$ cat config.mk
export PLATFORM = sky130hd
export DESIGN_NAME = pipeline_hazard_controller
export DESIGN_NICKNAME = d
export VERILOG_FILES = /design/src/rtl/pipeline_hazard_controller.sv
export SDC_FILE = /design/constraint.sdc
export NUM_CORES = 1
export LEC_CHECK = 0
export CORE_ASPECT_RATIO = 0.7
export CORE_MARGIN = 2
export CORE_UTILIZATION = 48
export DETAILED_ROUTE_END_ITERATION = 8
export PLACE_DENSITY = 0.92
export SLEW_MARGIN = 30
export SYNTH_ARGS = -nofsm -noshare
export SYNTH_HDL_FRONTEND = slang
export SYNTH_SLANG_ARGS = --single-unit
$ cat constraint.sdc
create_clock -name clk -period 4.9 [get_ports clk]
set_clock_uncertainty 0.2 [all_clocks]
set_input_delay 1.47 -clock clk [delete_from_list [all_inputs] [get_ports clk]]
set_output_delay 1.47 -clock clk [all_outputs]
set_load 0.01 [all_outputs]
$ cat src/rtl/pipeline_hazard_controller.sv
// Hazard and stall sequencer for the five-stage pipeline: load-use stalls, memory
// freeze with timeout, branch flushes (deferred across a freeze) and perf counters.
module pipeline_hazard_controller #(
  parameter int MEM_TIMEOUT = 16,
  parameter int CNT_WIDTH   = 16
) (
  input  logic                 clk,
  input  logic                 rst,
  input  logic [4:0]           ifIdRs,
  input  logic [4:0]           ifIdRt,
  input  logic                 ifIdUsesRt,
  input  logic                 idExMemRead,
  input  logic [4:0]           idExRt,
  input  logic                 branchTaken,
  input  logic                 memReq,
  input  logic                 memReady,
  input  logic                 clearCounters,
  output logic                 pcWrite,
  output logic                 ifIdWrite,
  output logic                 idExBubble,
  output logic                 ifIdFlush,
  output logic                 idExFlush,
  output logic                 pipeFreeze,
  output logic                 memError,
  output logic [CNT_WIDTH-1:0] stallCycles,
  output logic [CNT_WIDTH-1:0] flushCount
);

  typedef enum logic [1:0] {RUN, MEM_WAIT, ERROR} state_e;

  localparam int WW = $clog2(MEM_TIMEOUT) + 1;

  state_e               state_q, state_d;
  logic [WW-1:0]        wait_cnt_q, wait_cnt_d;
  logic                 pend_flush_q, pend_flush_d;
  logic                 mem_error_q, mem_error_d;
  logic [CNT_WIDTH-1:0] stall_cnt_q, stall_cnt_d;
  logic [CNT_WIDTH-1:0] flush_cnt_q, flush_cnt_d;

  logic freeze, load_use, flush;

  assign freeze = (state_q == RUN && memReq && !memReady)
               || (state_q == MEM_WAIT && !memReady)
               || (state_q == ERROR);

  // r0 is hardwired to zero, so a load targeting it can never create a hazard.
  assign load_use = idExMemRead && (idExRt != 5'd0)
                 && ((idExRt == ifIdRs) || (ifIdUsesRt && (idExRt == ifIdRt)));

  assign flush = !freeze && (branchTaken || pend_flush_q);

  // NOTE: sequential state uses non-blocking assignments so every register samples
  // the pre-edge values of the others, independent of statement order.
  always_ff @(posedge clk) begin
    if (rst) begin
      state_q      <= RUN;
      wait_cnt_q   <= '0;
      pend_flush_q <= 1'b0;
      mem_error_q  <= 1'b0;
      stall_cnt_q  <= '0;
      flush_cnt_q  <= '0;
    end else begin
      state_q      <= state_d;
      wait_cnt_q   <= wait_cnt_d;
      pend_flush_q <= pend_flush_d;
      mem_error_q  <= mem_error_d;
      stall_cnt_q  <= stall_cnt_d;
      flush_cnt_q  <= flush_cnt_d;
    end
  end

  // NOTE: every signal assigned in a combinational block gets a default first, so no
  // path leaves it unassigned and no latch is inferred.
  always_comb begin
    state_d    = state_q;
    wait_cnt_d = wait_cnt_q;
    unique case (state_q)
      RUN: begin
        if (memReq && !memReady) begin
          state_d    = MEM_WAIT;
          wait_cnt_d = WW'(1);
        end
      end
      MEM_WAIT: begin
        if (memReady) begin
          state_d    = RUN;
          wait_cnt_d = '0;
        end else if (wait_cnt_q == WW'(MEM_TIMEOUT - 1)) begin
          state_d = ERROR;
        end else begin
          wait_cnt_d = wait_cnt_q + WW'(1);
        end
      end
      ERROR:   state_d = ERROR;
      default: state_d = RUN;
    endcase
  end

  always_comb begin
    pcWrite    = 1'b1;
    ifIdWrite  = 1'b1;
    idExBubble = 1'b0;
    ifIdFlush  = 1'b0;
    idExFlush  = 1'b0;
    pipeFreeze = 1'b0;
    if (rst) begin
      pcWrite    = 1'b0;
      ifIdWrite  = 1'b0;
      idExBubble = 1'b1;
      ifIdFlush  = 1'b1;
      idExFlush  = 1'b1;
    end else if (freeze) begin
      pcWrite    = 1'b0;
      ifIdWrite  = 1'b0;
      pipeFreeze = 1'b1;
    end else if (flush) begin
      // The ID instruction is discarded, so a load-use hazard against it is moot.
      ifIdFlush = 1'b1;
      idExFlush = 1'b1;
    end else if (load_use) begin
      pcWrite    = 1'b0;
      ifIdWrite  = 1'b0;
      idExBubble = 1'b1;
    end
  end

  always_comb begin
    pend_flush_d = pend_flush_q;
    if (flush)                      pend_flush_d = 1'b0;
    else if (freeze && branchTaken) pend_flush_d = 1'b1;

    mem_error_d = (state_d == ERROR);

    stall_cnt_d = stall_cnt_q;
    flush_cnt_d = flush_cnt_q;
    if (clearCounters) begin
      stall_cnt_d = '0;
      flush_cnt_d = '0;
    end else begin
      if (!pcWrite && state_q != ERROR && stall_cnt_q != '1)
        stall_cnt_d = stall_cnt_q + CNT_WIDTH'(1);
      if (flush && flush_cnt_q != '1)
        flush_cnt_d = flush_cnt_q + CNT_WIDTH'(1);
    end
  end

  assign memError    = mem_error_q;
  assign stallCycles = stall_cnt_q;
  assign flushCount  = flush_cnt_q;

endmodule
==> flow_summary.toml <==
[clock_network]
cts_setup_buffers = 0
clk_pin_slew_worst_paths_ns = 0.08
clockBufferDepth = 2
cts_root_buf = "clkbuf_8"
clock-sinks = 41
cts_buffers = 5
htreeDepth = 2
cts_tree = "done"
clkLatencyLatePin_ns = 0.30

[worst_hold_path]
hold_class = "flip-flop to flip-flop"

[global_routing]
grt_pass1_vias = 2101
grt_use_total_pct = 23.5
antenna_found_initial = 0
grt_max_degree = 31
grt_overflow = 0
grt_pass1_wl_um = 9640

[timing]
fin_setup_tns_ns = 0
slew_violations = 0
tightestPinTransition_ns = 0.874
setup_viol = 0
fmax_mhz = 205
whs_ns = 0.298
finalCritPeriodShare_pct = 99.3
finalHoldViolations = 0
rsz0062_at_grt = "false"
maxSlewHeadroom_pct = 41.7
fin_crit_ns = 4.87

[route]
routed_wl_um = 6070
drtIter0Drc = 157
wl_per_cell_um = 15.6
drcViolationCount = 0
post_drt_via_cell_ratio = 5.82
drt_pass1_iterations = 5
dr_total_vias = 2264
postRouteAntennaNets = 0

[die]
die_x_um = 85.6
row_count = 20
core_region_area_um2 = 4400
dieArea_um2 = 5230
start_util_pct = 50.8
fp.dieH_um = 61.1
io_pins = 62

[layout]
num_antenna_cells = 0
mostFrequentLayoutCell = "clkdlybuf4s50_1"
mostFrequentLayoutCells = "clkdlybuf4s50_1, dfxtp_1, nor2_1, nand2_1"
seqCellArea_um2 = 821
multi_input_comb_area_um2 = 1330
layout-drive-gt1-share_pct = 12.0
fill_cells = 357
syn2layout_area_growth_pct = 36.7
nets = 360

[synth]
synth_enable_flop_cells = 0
synth_seq_cells = 41
syn_nets = 293
synth.avg_cell_area_um2 = 8.41
ys_seq_area_share_pct = 36.7
async_reset_ff_share_pct = 0
yosys_warnings = 0
synth_cell_types = 46
yosys_most_used_dff = "dfxtp_1"
netlist_area_um2 = 2240
synthCells = 266

[flow_run]
maxCapViolCount = 0

[pwr]
ir_worst_vdd_mv = 0.150
power.density_nw_per_um2 = 234
leakage_nw = 1.06

[worst_setup_path]
startpoint_type = "primary input"
critPathCaptureType = "output pin"
cp_max_fo = 6
cp.required_ns = 3.23
crit_type = "primary input to output pin"
arrival_ns = 3.20

[placement]
gp_congestion = 0.859
dpl.hpwl_um = 4260
io_buffers = 61

[run_status]
status = "complete, no violations"
stage by stage:
step / area, um2 / total power (W) / instances / worst slack [ns] / utilization, %
final: 3060 / 0.000715 / 389 / 0.0327 / 69.4
after global routing: 3060 / 0.000743 / 389 / 0.0120 / 69.4
after CTS: 3040 / 0.000718 / 389 / 0.0221 / 69.0
after detailed placement: 2920 / 0.000436 / 381 / -0.539 / 66.2
after global placement: 2920 / 0.000432 / 381 / -0.465 / 66.2
after floorplan: 2240 / 0.000393 / 266 / 0.285 / -
where the power goes:
group	switching (W)	leakage, nW	internal (W)	total, W
clock network	0.000118	0.0585	0.000166	0.000284
logic	0.0000446	0.675	0.0000463	0.0000908
registers	0.00000417	0.331	0.000336	0.000340
worst max-delay path: stages:
cell and delay [ns]:
dlygate4sd2_1 0.29, or4_4 0.55, o21ai_2 0.16, nor2_2 0.07, a211o_4 0.37, inv_4 0.08, clkdlybuf4s15_2 0.22
flip-flops by register name, indices dropped and copies added, names as in the netlist:
name and cells:
memError 1, stallCycles 16, wait_cnt_q 5, pend_flush_q 1
state_q 2, flushCount 16
path summary, 6_finish.rpt:
kind / from / end / slack [ns] / cells after the start
max: idExRt[1] / ifIdWrite / 0.03 / 7
min: wait_cnt_q[1] / wait_cnt_q[1] / 0.30 / 2
max reg2reg: stallCycles[1] / stallCycles[9] / 2.30 / 6
min reg2reg: wait_cnt_q[1] / wait_cnt_q[1] / 0.30 / 2
Yosys cell counts, types with 2 or more instances:
| cell | instances | share of area [%] |
|---|---|---|
| a21oi_1 | 19 | 4.3 |
| nand3_1 | 16 | 3.6 |
| buf_6 | 2 | 1.0 |
| o31ai_1 | 11 | 3.7 |
| nand2b_1 | 2 | 0.56 |
| and3_1 | 6 | 1.7 |
| nor3_1 | 10 | 2.2 |
| clkbuf_1 | 4 | 0.67 |
| inv_1 | 5 | 0.84 |
| or2_2 | 4 | 1.1 |
| nor4_1 | 4 | 1.1 |
| and2_1 | 2 | 0.56 |
| o21ai_1 | 3 | 0.67 |
| xor2_1 | 8 | 3.1 |
| nor2_2 | 2 | 0.56 |
| dfxtp_1 | 41 | 37 |
| nor2_1 | 26 | 4.4 |
| mux2i_1 | 3 | 1.3 |
| a31oi_1 | 2 | 0.56 |
| or4_1 | 12 | 4.0 |
| buf_4 | 3 | 1.0 |
| or3_1 | 2 | 0.56 |
| o21ai_2 | 2 | 0.78 |
| nand2_1 | 21 | 3.5 |
| and4_1 | 3 | 1.2 |
| o211a_1 | 2 | 0.89 |
| buf_2 | 3 | 0.67 |
| ha_1 | 4 | 2.2 |
| xnor2_1 | 18 | 7.0 |
| nand4_1 | 10 | 2.8 |
layer usage:
| metal | vias up | wire [um] | global-route usage (%) |
|---|---|---|---|
| li1 | 1092 | - | - |
| met1 | 1075 | 2690 | 30.0 |
| met2 | 90 | 2980 | 39.6 |
| met3 | 7 | 345 | 7.24 |
| met4 | 0 | 49 | 6.58 |
| met5 | - | 0 | 0 |
logic make-up after synthesis:
family	Yosys count	synth area share (%)
muxes	3	1.34
xor gates and xnor gates	26	10.2
DFF	41	36.7
and+or+nand+nor	125	29.6
buffers and inverters	19	5.03
adders and majority gates	4	2.24
AOI/OAI and AO/OA	48	14.9
layout make-up:
class                           instances  area share [%]
Multi-Input combinational cell        206            43.5
Clock buffer                            7            2.82
Tap cell                               55            2.25
Sequential cell                        41            26.8
Timing Repair Buffer                   73            22.8
Clock inverter                          1           0.982
Inverter                                6           0.818
repair_timing:
item,CTS,global route
hold buffers,0,0
setup endpoints to repair,5,3
pin swaps,3,4
resized for setup,18,5
(Power assumes the default switching activity.)
